--- src/rtl/mem_wb_stage.sv ---
// MEM/WB pipeline register and writeback logic of the pipelined RV64 core.
// It captures MEM-stage results, extends load data, drives the regfile write
// port, the difftest retire PC, the decode bypass tap and the instret counter.
// An instruction retires only in its first WB cycle, so stalls never replay it.
module mem_wb_stage #(
  parameter int XLEN    = 64,
  parameter int RADDR_W = 5
) (
  input  logic               clk,
  input  logic               rst,
  input  logic               stall_i,
  input  logic               flush_i,
  input  logic               valid_i,
  input  logic [XLEN-1:0]    pc_i,
  input  logic [RADDR_W-1:0] rd_addr_i,
  input  logic               rd_we_i,
  input  logic [XLEN-1:0]    alu_res_i,
  input  logic               is_load_i,
  input  logic [1:0]         ld_size_i,
  input  logic               ld_unsigned_i,
  input  logic [2:0]         addr_lo_i,
  input  logic [XLEN-1:0]    mem_rdata_i,
  output logic [RADDR_W-1:0] wr_addr_o,
  output logic [XLEN-1:0]    wr_data_o,
  output logic               wr_en_o,
  output logic [XLEN-1:0]    pc_wb_o,
  output logic               fwd_valid_o,
  output logic [RADDR_W-1:0] fwd_addr_o,
  output logic [XLEN-1:0]    fwd_data_o,
  output logic [63:0]        instret_o
);

  // Shift the doubleword down to the addressed byte, then keep and extend
  // the low 8/16/32/64 bits. Bytes shifted in from above bit 63 are zero.
  function automatic logic [XLEN-1:0] load_ext(
    input logic [XLEN-1:0] rdata,
    input logic [2:0]      lo,
    input logic [1:0]      size,
    input logic            uns
  );
    logic [XLEN-1:0] sh;
    logic [XLEN-1:0] res;
    sh = rdata >> {lo, 3'b000};
    case (size)
      2'b00:   res = {{(XLEN-8){~uns & sh[7]}}, sh[7:0]};
      2'b01:   res = {{(XLEN-16){~uns & sh[15]}}, sh[15:0]};
      2'b10:   res = {{(XLEN-32){~uns & sh[31]}}, sh[31:0]};
      default: res = sh;
    endcase
    return res;
  endfunction

  logic               valid_p1;
  logic               done_p1;
  logic [XLEN-1:0]    pc_p1;
  logic [RADDR_W-1:0] rd_p1;
  logic               we_p1;
  logic [XLEN-1:0]    alu_p1;
  logic               ld_p1;
  logic [1:0]         size_p1;
  logic               uns_p1;
  logic [2:0]         lo_p1;
  logic [XLEN-1:0]    rdata_p1;
  logic [63:0]        instret_p1;

  logic               retire;
  logic               rd_nz;
  logic [XLEN-1:0]    wb_data;

  // MEM -> WB boundary: reset, then flush, then stall hold, else capture
  always_ff @(posedge clk) begin
    if (rst) begin
      valid_p1 <= 1'b0;
      done_p1  <= 1'b0;
      pc_p1    <= '0;
      rd_p1    <= '0;
      we_p1    <= 1'b0;
      alu_p1   <= '0;
      ld_p1    <= 1'b0;
      size_p1  <= '0;
      uns_p1   <= 1'b0;
      lo_p1    <= '0;
      rdata_p1 <= '0;
    end else if (flush_i) begin
      valid_p1 <= 1'b0;
      done_p1  <= 1'b0;
    end else if (stall_i) begin
      // The held instruction has had its retire cycle once valid_p1 was seen
      done_p1  <= valid_p1;
    end else begin
      valid_p1 <= valid_i;
      done_p1  <= 1'b0;
      pc_p1    <= pc_i;
      rd_p1    <= rd_addr_i;
      we_p1    <= rd_we_i;
      alu_p1   <= alu_res_i;
      ld_p1    <= is_load_i;
      size_p1  <= ld_size_i;
      uns_p1   <= ld_unsigned_i;
      lo_p1    <= addr_lo_i;
      rdata_p1 <= mem_rdata_i;
    end
  end

  // Count each retirement once; a retire coinciding with reset is dropped
  always_ff @(posedge clk) begin
    if (rst) begin
      instret_p1 <= '0;
    end else if (retire) begin
      instret_p1 <= instret_p1 + 64'd1;
    end
  end

  // WB stage outputs, combinational from the registered fields
  always_comb begin
    retire  = valid_p1 & ~done_p1;
    rd_nz   = (rd_p1 != '0);
    wb_data = ld_p1 ? load_ext(rdata_p1, lo_p1, size_p1, uns_p1) : alu_p1;
  end

  assign wr_addr_o   = rd_p1;
  assign wr_data_o   = wb_data;
  assign wr_en_o     = retire & we_p1 & rd_nz;
  assign pc_wb_o     = retire ? pc_p1 : '0;
  assign fwd_valid_o = valid_p1 & we_p1 & rd_nz;
  assign fwd_addr_o  = rd_p1;
  assign fwd_data_o  = wb_data;
  assign instret_o   = instret_p1;

endmodule

--- config.mk ---
export PLATFORM = sky130hd
export DESIGN_NAME = mem_wb_stage
export DESIGN_NICKNAME = d
export VERILOG_FILES = /design/src/rtl/mem_wb_stage.sv
export SDC_FILE = /design/constraint.sdc
export NUM_CORES = 1
export LEC_CHECK = 0
export ABC_AREA = 1
export BUFFER_PORTS_ARGS = -buffer_cell sky130_fd_sc_hd__buf_2
export CORE_MARGIN = 3
export CORE_UTILIZATION = 29
export DETAILED_ROUTE_END_ITERATION = 10
export SLEW_MARGIN = 0
export SYNTH_ARGS = -nofsm -noshare
export SYNTH_HDL_FRONTEND = slang
export SYNTH_SLANG_ARGS = --single-unit
--- constraint.sdc ---
create_clock -name clk -period 2.1 [get_ports clk]
set_input_delay 0.315 -clock clk [delete_from_list [all_inputs] [get_ports clk]]
set_output_delay 0.315 -clock clk [all_outputs]
set_load 0.03 [all_outputs]
== After elaboration in Yosys (flattened, before gate mapping) ==
Index checks and enable logic that the tools add are counted.
W data, S select, Z words.
Storage, ports and cells
  register bits after elaboration: 271
  word-level logic and storage cells: 36
Operators by class
  $add $sub $neg: 1
  equality and inequality tests: 2
  shifts and indexed selects: 1
  multiplexer cells: 3
  bitwise operators: 12
  reduce and logical (&&, ||, !) cells: 5
Operators with widths (count)
  $pmux W64 S3: 1
  $mux W64: 2
  $add A64 B1 Y64 const B: 1
  $shr A64 B6 Y64: 1
  $and A1 B1 Y1: 8
  $reduce_bool A5 Y1: 1
  $not A1 Y1: 4
  $reduce_or A3 Y1: 1
  $eq A2 B1 Y1 const B: 1
  $eq A2 B2 Y1 const B: 1
  $logic_not A2 Y1: 1
  $reduce_and A2 Y1: 1
  $reduce_or A2 Y1: 1

== Depth between registers and ports, before layout ==
Gate-level depths: netlist of run 1.
  word-level depth: 4
  gate-level depth with buffers: 13
  depth with buffers taken out: 11

== Worst setup path before layout of run 1 ==
OpenSTA, ideal clock, no wires.
  path kind: register to output
  start: reg lo_p1[0]
  end: out wr_data_o[0]
  arrival: 2.033 ns
  data required time: 1.785 ns
  slack: -0.248 ns
  cell stages (with the launch flop): 10
  buffers on the path: 4
  path through: dfxtp_1 > inv_2 > buf_2 > buf_2 > buf_2 > nand2_1 > nand3_1 > nand3_1 > a31oi_1 > buf_4
Between the ends
  longest elaborated chain between the ends: 3
Ends and longest elaborated chain
  start: declaration: line 62  | logic [2:0] lo_p1;
  start signal: assignment: line 100  | lo_p1 <= addr_lo_i;
  $shr A64 B6 Y64: line 43  | sh = rdata >> {lo, 3'b000};
  $pmux W64 S3: line 44  | case (size)
  $mux W64: line 118  | wb_data = ld_p1 ? load_ext(rdata_p1, lo_p1, size_p1, uns_p1) : alu_p1;
  end: declaration: line 24  | output logic [XLEN-1:0] wr_data_o,
No other way between the ends.

== Worst setup path after layout of run 1 ==
  start: reg lo_p1[0]
  end: out fwd_data_o[54]
Between the ends
  longest elaborated chain between the ends: 4
Ends and longest elaborated chain
  $shr A64 B6 Y64 *: line 43
  $and A1 B1 Y1 (on tied branches): line 47, 45, 46
  $pmux W64 S3 *: line 44
  $mux W64 *: line 118
  end: declaration: line 29  | output logic [XLEN-1:0] fwd_data_o,
Mark *: on every way between the ends. The rest lies on a longest branch, timed or not.

==> impl_metrics.yaml, run 1 <==
run_status:
  status: "finished with violations"
  violations: "negative setup slack"
place:
  dpl.cell_count: 3208
  pre_cts_slack_ps: -389
  dpl.hpwl_mm: 44.2
  portBuffers: 477
  gp_routability_congestion: 0.926
yosys:
  yosysSeqAreaShare_pct: 38.4
  ys.flop_type: "dfxtp_1"
  synth_edf_count: 0
  synth_area_per_cell_um2: 6.38
  synth-async-reset-ratio_pct: 0
  netlist_area_um2: 14100
  synth_fp_nets: 2427
  ys_ff_latch: 271
  yosysWarnings: 0
  ys_types: 42
  syn_inst: 2216
worst_setup_path:
  crit_chain: "buf_6, nand2_4, o21ai_2, nand2_1, o211ai_1, nand2_1, nand2_2, nand3_4, clkbuf_16, nor2_4, nor2_4, buf_6"
  crit_end: "fwd_data_o[54]"
  critPathMaxStageDelay_ps: 420
  cp_max_fo: 8
  startpoint: "lo_p1[0]$_SDFFE_PP0P_"
  rr_worst_depth: 10
  crit_slowest_cell: "dfxtp_4"
  crit_path_end_kind: "output port"
  arrival_ps: 2460
  r2r_slack_ps: 230
  start_kind: "register"
  reg2reg_to: "instret_o[59]$_SDFFE_PP0P_"
  crit_family: "simple AND/OR/NAND/NOR gates"
  worstReg2RegStart: "done_p1$_SDFF_PP0_"
  cp.required_ps: 1780
  crit_type: "register to output port"
  crit_cells: 12
  crit_buf_inv: 3
cells_and_area:
  drive_gt1_share_pct: 31.0
  layout_commonest_cell: "nor2_1"
  final_cells: 3342
  nets: 2914
  area_delta_synth_final_pct: 47.4
  final_cell_mix: "537 x nor2_1, 358 x buf_2, 328 x nand2_1"
sta:
  grt_setup_unrepaired: "true"
  setup_slack_ps: -671
  hold_viol: 0
  min_period_over_period_pct: 132
  tightest_slew_ps: 492
  skew_ps: 15.2
  setup_viol: 128
  maxSlewHeadroom_pct: 66.8
  final.min_clock_period_ps: 2770
  maxSlewViolCount: 0
  max_freq_mhz: 361
pwr:
  pwr-share-seq_pct: 35.6
  power_density_nw_per_um2: 749
  vdd.ir_drop.worst_v: 0.000493
  clkPwrFrac_pct: 40.4
  p_comb_share_pct: 23.9
  p_leak_nw: 9.21
  switchingPower_mw: 4.82
  swShare_pct: 30.9
  p_int_mw: 10.8
detailed_routing:
  route.detailed.drc: 0
  wl_mm: 60.9
  ant_nets: 0
  routedWlPerCell_um: 18.2
  drt-initial-drc-count: 1364
  vias: 16600
  viasPerCell: 4.97
  drt_first_pass_iters: 6
grt:
  grt_pass1_wl_mm: 88.2
  grtUsageTotal_pct: 22.0
  grt.overflow.total: 0
  grt_max_degree: 107
  grt_pass1_vias: 15700
  grt_antenna_before_repair: 7
floorplanning:
  die_area_um2: 51400
  ios: 478
  rows: 80
  chipHeight_um: 227
  die_w_um: 227
  core_area_um2: 47900
  start_util_pct: 29.5
clock_network:
  h-tree-depth: 2
  cts_buffers: 34
  clkLatencyLatePin_ps: 530
  clockBufferDepth: 3
  cts_tree: "built"
  cts.clk_slew.worst_paths_ps: 60
  cts_root_buf: "clkbuf_16"
  clock-sinks: 271
flow_run:
  drv_cap: 0
worst_hold_path:
  hold_start: "alu_res_i[2]"
  hp-class: "input pin to register"
## state kept, by name, summed over array words and instances, names as in the netlist
name        count
size_p1         2
instret_o      64
ld_p1           1
lo_p1           3
alu_p1         64
done_p1         1
pc_p1          64
valid_p1        1
fwd_addr_o      5
we_p1           1
rdata_p1       64
uns_p1          1
## cells by family (layout without fill, tap and decap cells)
group	Yosys count	count (layout)	share of synthesized area, %
AOI/OAI and AO/OA	468	468	17.0
adders and majority gates	1	1	0.0885
buffers and inverters	347	857	11.3
other	0	1	0
xor gates and xnor gates	25	25	1.55
DFF	271	271	38.4
and+or+nand+nor	1104	1104	31.7
## layer usage
metal  track usage [%]  part of all wire, %
met1              28.3                   42
met2              36.4                   47
met3              4.70                  8.1
met4              7.90                  3.6
met5                 0                0.080
## cell type report
cell class,instances,area [µm²]
Fill cell,4805,27100
Multi-Input combinational cell,1598,8090
Sequential cell,271,5430
Timing Repair Buffer,651,4780
Clock buffer,52,1060
Tap cell,615,769
Inverter,147,569
Clock inverter,7,135
Antenna cell,1,2.50
## cells in the mapped netlist, drive strengths merged, types with 2 or more instances
cell / instances / area, µm²
a21oi: 141 / 706
a31oi: 16 / 100
and2: 3 / 18.8
buf: 92 / 641
clkbuf: 108 / 405
dfxtp: 271 / 5430
inv: 147 / 552
nand2: 344 / 1310
nand3: 66 / 348
nand3b: 2 / 27.5
nand4: 18 / 125
nor2: 648 / 2520
nor3: 17 / 96.4
nor4: 3 / 18.8
o211ai: 6 / 45.0
o21a: 3 / 22.5
o21ai: 297 / 1490
o21bai: 3 / 22.5
xnor2: 7 / 61.3
xor2: 18 / 158
## power by group through the flow
| stage | logic (mW) | clock network [mW] | registers (mW) |
|---|---|---|---|
| floorplan | 2.04 | 0 | 5.62 |
| global placement | 2.99 | 0 | 5.66 |
| detailed placement | 2.99 | 0 | 5.66 |
| CTS | 3.37 | 6.47 | 5.56 |
| global route | 3.97 | 6.66 | 5.58 |
| finish | 3.74 | 6.32 | 5.56 |
## worst min path at each step
stage,to,slack (ps),cells after the start
2_1_floorplan,done_p1$_SDFF_PP0_,400,1
3_3_place_gp,pc_p1[51]$_SDFFE_PP0P_,440,2
3_5_place_dp,pc_p1[2]$_SDFFE_PP0P_,450,2
4_1_cts,alu_p1[2]$_SDFFE_PP0P_,0.2,3
5_1_grt,alu_p1[39]$_SDFFE_PP0P_,10,3
6_report,alu_p1[2]$_SDFFE_PP0P_,20,3
## worst min-delay path, stage by stage
cell and delay (ps):
buf_2 80, nor2_1 40, nor2_1 90
## per-stage QoR
step           power [mW]  area, µm²  hold slack (ps)  TNS, ps  util, %
2_1_floorplan        7.66      14500              402     -467        -
3_3_place_gp         8.65      17500              439    -6310     36.6
3_5_place_dp         8.66      17500              446    -9170     36.6
4_1_cts              15.4      20000            0.169   -82200     41.7
5_1_grt              16.2      20800             9.75   -88740     43.5
6_report             15.6      20800             19.0   -75460     43.5
## what timing repair did
| item | CTS | global route |
|---|---|---|
| setup endpoints to repair | 182 | 193 |
| endpoints found under the hold margin | 61 | 0 |
| hold buffers | 61 | 0 |
| pin swaps | 6 | 14 |
| gates resized for setup | 203 | 234 |
| setup buffers | 5 | 2 |
| gates cloned | 1 | 6 |
(Power assumes the default switching activity.)
==> inputs of run 2 (changes only) <==
ABC_AREA = default   (was 1)
==> impl_metrics.yaml, run 2 <==
worst_setup_path:
  crit_slowest_cell: "mux4_2"
  arrival_ps: 2690
  cp.required_ps: 1780
  critPathMaxStageDelay_ps: 510
  crit_chain: "mux2i_2, mux4_2, o41ai_4, buf_4, a211oi_4, buf_12, buf_12, a21oi_4, buf_4"
  crit_path_end_kind: "output port"
  crit_family: "buffers and inverters"
  crit_type: "register to output port"
  start_kind: "register"
  cp_max_fo: 17
  crit_buf_inv: 4
sta:
  maxSlewViolCount: 0
  hold_ws_ps: 22.6
  skew_ps: 18.1
  tightest_slew_ps: 667
  hold_viol: 0
  min_period_over_period_pct: 143
  final.min_clock_period_ps: 3010
  grt_setup_unrepaired: "true"
  maxSlewHeadroom_pct: 55.5
  setup_slack_ps: -905
  setup_viol: 206
  max_freq_mhz: 333
clock_network:
  cts_buffers: 34
  clock-sinks: 271
  h-tree-depth: 2
  clkLatencyLatePin_ps: 550
  clockBufferDepth: 3
  cts.clk_slew.worst_paths_ps: 60
  cts_root_buf: "clkbuf_16"
  cts_tree: "built"
floorplanning:
  start_util_pct: 29.6
  die_area_um2: 49300
  chipHeight_um: 222
  rows: 78
  die_w_um: 222
  core_area_um2: 45800
  ios: 478
worst_hold_path:
  hp-class: "input pin to register"
yosys:
  yosysMostFrequentCell: "nand2_1"
  synth_area_per_cell_um2: 7.50
  synth_fa_ha_area_share_pct: 0.0924
  synth_edf_count: 0
  syn_inst: 1805
  yosysTopAreaCell: "dfxtp_1"
  yosys.area_share.simple_pct: 26.5
  synth_compound_area_share_pct: 17.3
  yosysSeqAreaShare_pct: 40.1
  yosysWarnings: 0
  synth_top_family_by_area: "simple AND/OR/NAND/NOR gates"
  ys_types: 52
  synth_top_area_share_pct: 40.1
  synth-async-reset-ratio_pct: 0
  ys_ff_latch: 271
  synth_fp_nets: 2016
  synth.area.top_cells: "dfxtp_1 40%, nand2_1 13%, a21oi_1 11%"
  ys.flop_type: "dfxtp_1"
  synthTopCellsByCount: "473 x nand2_1, 305 x a21oi_1, 271 x dfxtp_1"
  netlist_area_um2: 13500
  synth_mux_area_share_pct: 5.69
  synth-xor-area-share_pct: 2.13
detailed_routing:
  wl_mm: 55.1
  drt-initial-drc-count: 1019
  route.detailed.drc: 0
  ant_nets: 0
  drt_first_pass_iters: 5
  routedWlPerCell_um: 18.3
  viasPerCell: 4.97
  vias: 15000
cells_and_area:
  final_cell_mix: "473 x nand2_1, 364 x buf_2, 249 x dfxtp_1"
  drive_gt1_share_pct: 34.5
  regArea_um2: 5460
  multiInputGateArea_um2: 7730
  fillerInstances: 4457
  layout_commonest_cell: "nand2_1"
  area_delta_synth_final_pct: 52.2
  nets: 2597
pwr:
  p_comb_share_pct: 18.5
  vdd.ir_drop.worst_v: 0.000499
  p_leak_nw: 8.31
  power_density_nw_per_um2: 677
  clkPwrFrac_pct: 42.3
  pwr-share-seq_pct: 39.2
  p_total_mw: 14.0
  swShare_pct: 28.7
  switchingPower_mw: 4.01
  p_int_mw: 9.95
place:
  dpl.hpwl_mm: 40.0
  gp_routability_congestion: 0.905
  portBuffers: 477
grt:
  grt.overflow.total: 0
  grt-busiest-layer: "met2"
  gr-usage-met2_pct: 32.6
  grt_pass1_wl_mm: 82.2
  grt_pass1_vias: 14400
  gr-usage-met3_pct: 4.28
  grt_max_degree: 96
  grtUsageTotal_pct: 20.8
  met1_usage_pct: 28.1
  grt_antenna_before_repair: 4
run_status:
  status: "finished with violations"
  violations: "negative setup slack"
flow_run:
  drv_cap: 0
## run 2: cell types whose count changed after synthesis, moves of 40 or more
cell     delta
nor2_1    -523
o21ai_0   -264
a21oi_1   +164
nand2_1   +135
inv_1     -129
and2_1     +63
mux2i_1    +59
nand3_1    -40
## run 2: worst min-delay path, cell delays in order
cell and delay (ps):
buf_2 100, nand2_1 50, a21oi_1 50
## run 2: path summary, 6_finish.rpt
path / slack, ps / end / cells past startpoint / startpoint
worst max register to register: -110 / instret_o[40]$_SDFFE_PP0P_ / 7 / instret_o[20]$_SDFFE_PP0P_
worst min register to register: 450 / pc_p1[45]$_SDFFE_PP0P_ / 2 / pc_p1[45]$_SDFFE_PP0P_
worst min-delay path: 20 / alu_p1[14]$_SDFFE_PP0P_ / 3 / alu_res_i[14]
worst max-delay path: -910 / fwd_data_o[46] / 9 / lo_p1[1]$_SDFFE_PP0P_
## run 2: power groups by stage
stage                     logic, mW  registers (mW)  clock network, mW
after CTS                      2.41            5.46               6.05
final                          2.59            5.47               5.90
after detailed placement       2.13            5.57                  0
after global routing           2.75            5.49               6.27
after global placement         2.12            5.57                  0
after floorplan                1.47            5.53                  0
## run 2: metal layers
layer | wire length (µm) | vias to the layer above
li1 | - | 7211
met1 | 24600 | 7126
met2 | 25100 | 525
met3 | 3350 | 122
met4 | 2020 | 2
met5 | 7 | -
## run 2: cells by family after synthesis
| kind of cell | Yosys count |
|---|---|
| fa+ha+maj | 1 |
| buf+inv | 217 |
| compound gates | 419 |
| mux | 67 |
| flops | 271 |
| xor+xnor | 33 |
| simple gates | 797 |
## run 2: area by class of cell
cell class / instances / share of cell area (%)
Antenna cell: 3 / 0.0364
Clock buffer: 51 / 4.98
Timing Repair Buffer: 748 / 26.6
Sequential cell: 271 / 26.5
Clock inverter: 10 / 0.516
Multi-Input combinational cell: 1317 / 37.5
Tap cell: 600 / 3.64
Inverter: 14 / 0.255
## run 2: through the flow
| stage | instance area (µm²) | utilization [%] | std cells | worst slack (ps) | setup TNS (ps) |
|---|---|---|---|---|---|
| floorplan | 14100 | - | 1805 | -459 | -30060 |
| global placement | 17500 | 38.3 | 2841 | -316 | -28540 |
| detailed placement | 17500 | 38.3 | 2841 | -328 | -32050 |
| CTS | 20100 | 43.8 | 3009 | -895 | -118590 |
| global route | 20600 | 45.0 | 3013 | -1000 | -140360 |
| finish | 20600 | 45.0 | 3014 | -905 | -119270 |
## run 2: repair_timing
item                       CTS  global route
pin swaps                    2            15
cloned                       0             0
setup endpoints to repair  207           225
hold endpoints to repair   107             0
setup buffers                0             2
hold buffers               107             0
gates resized for setup    108           156
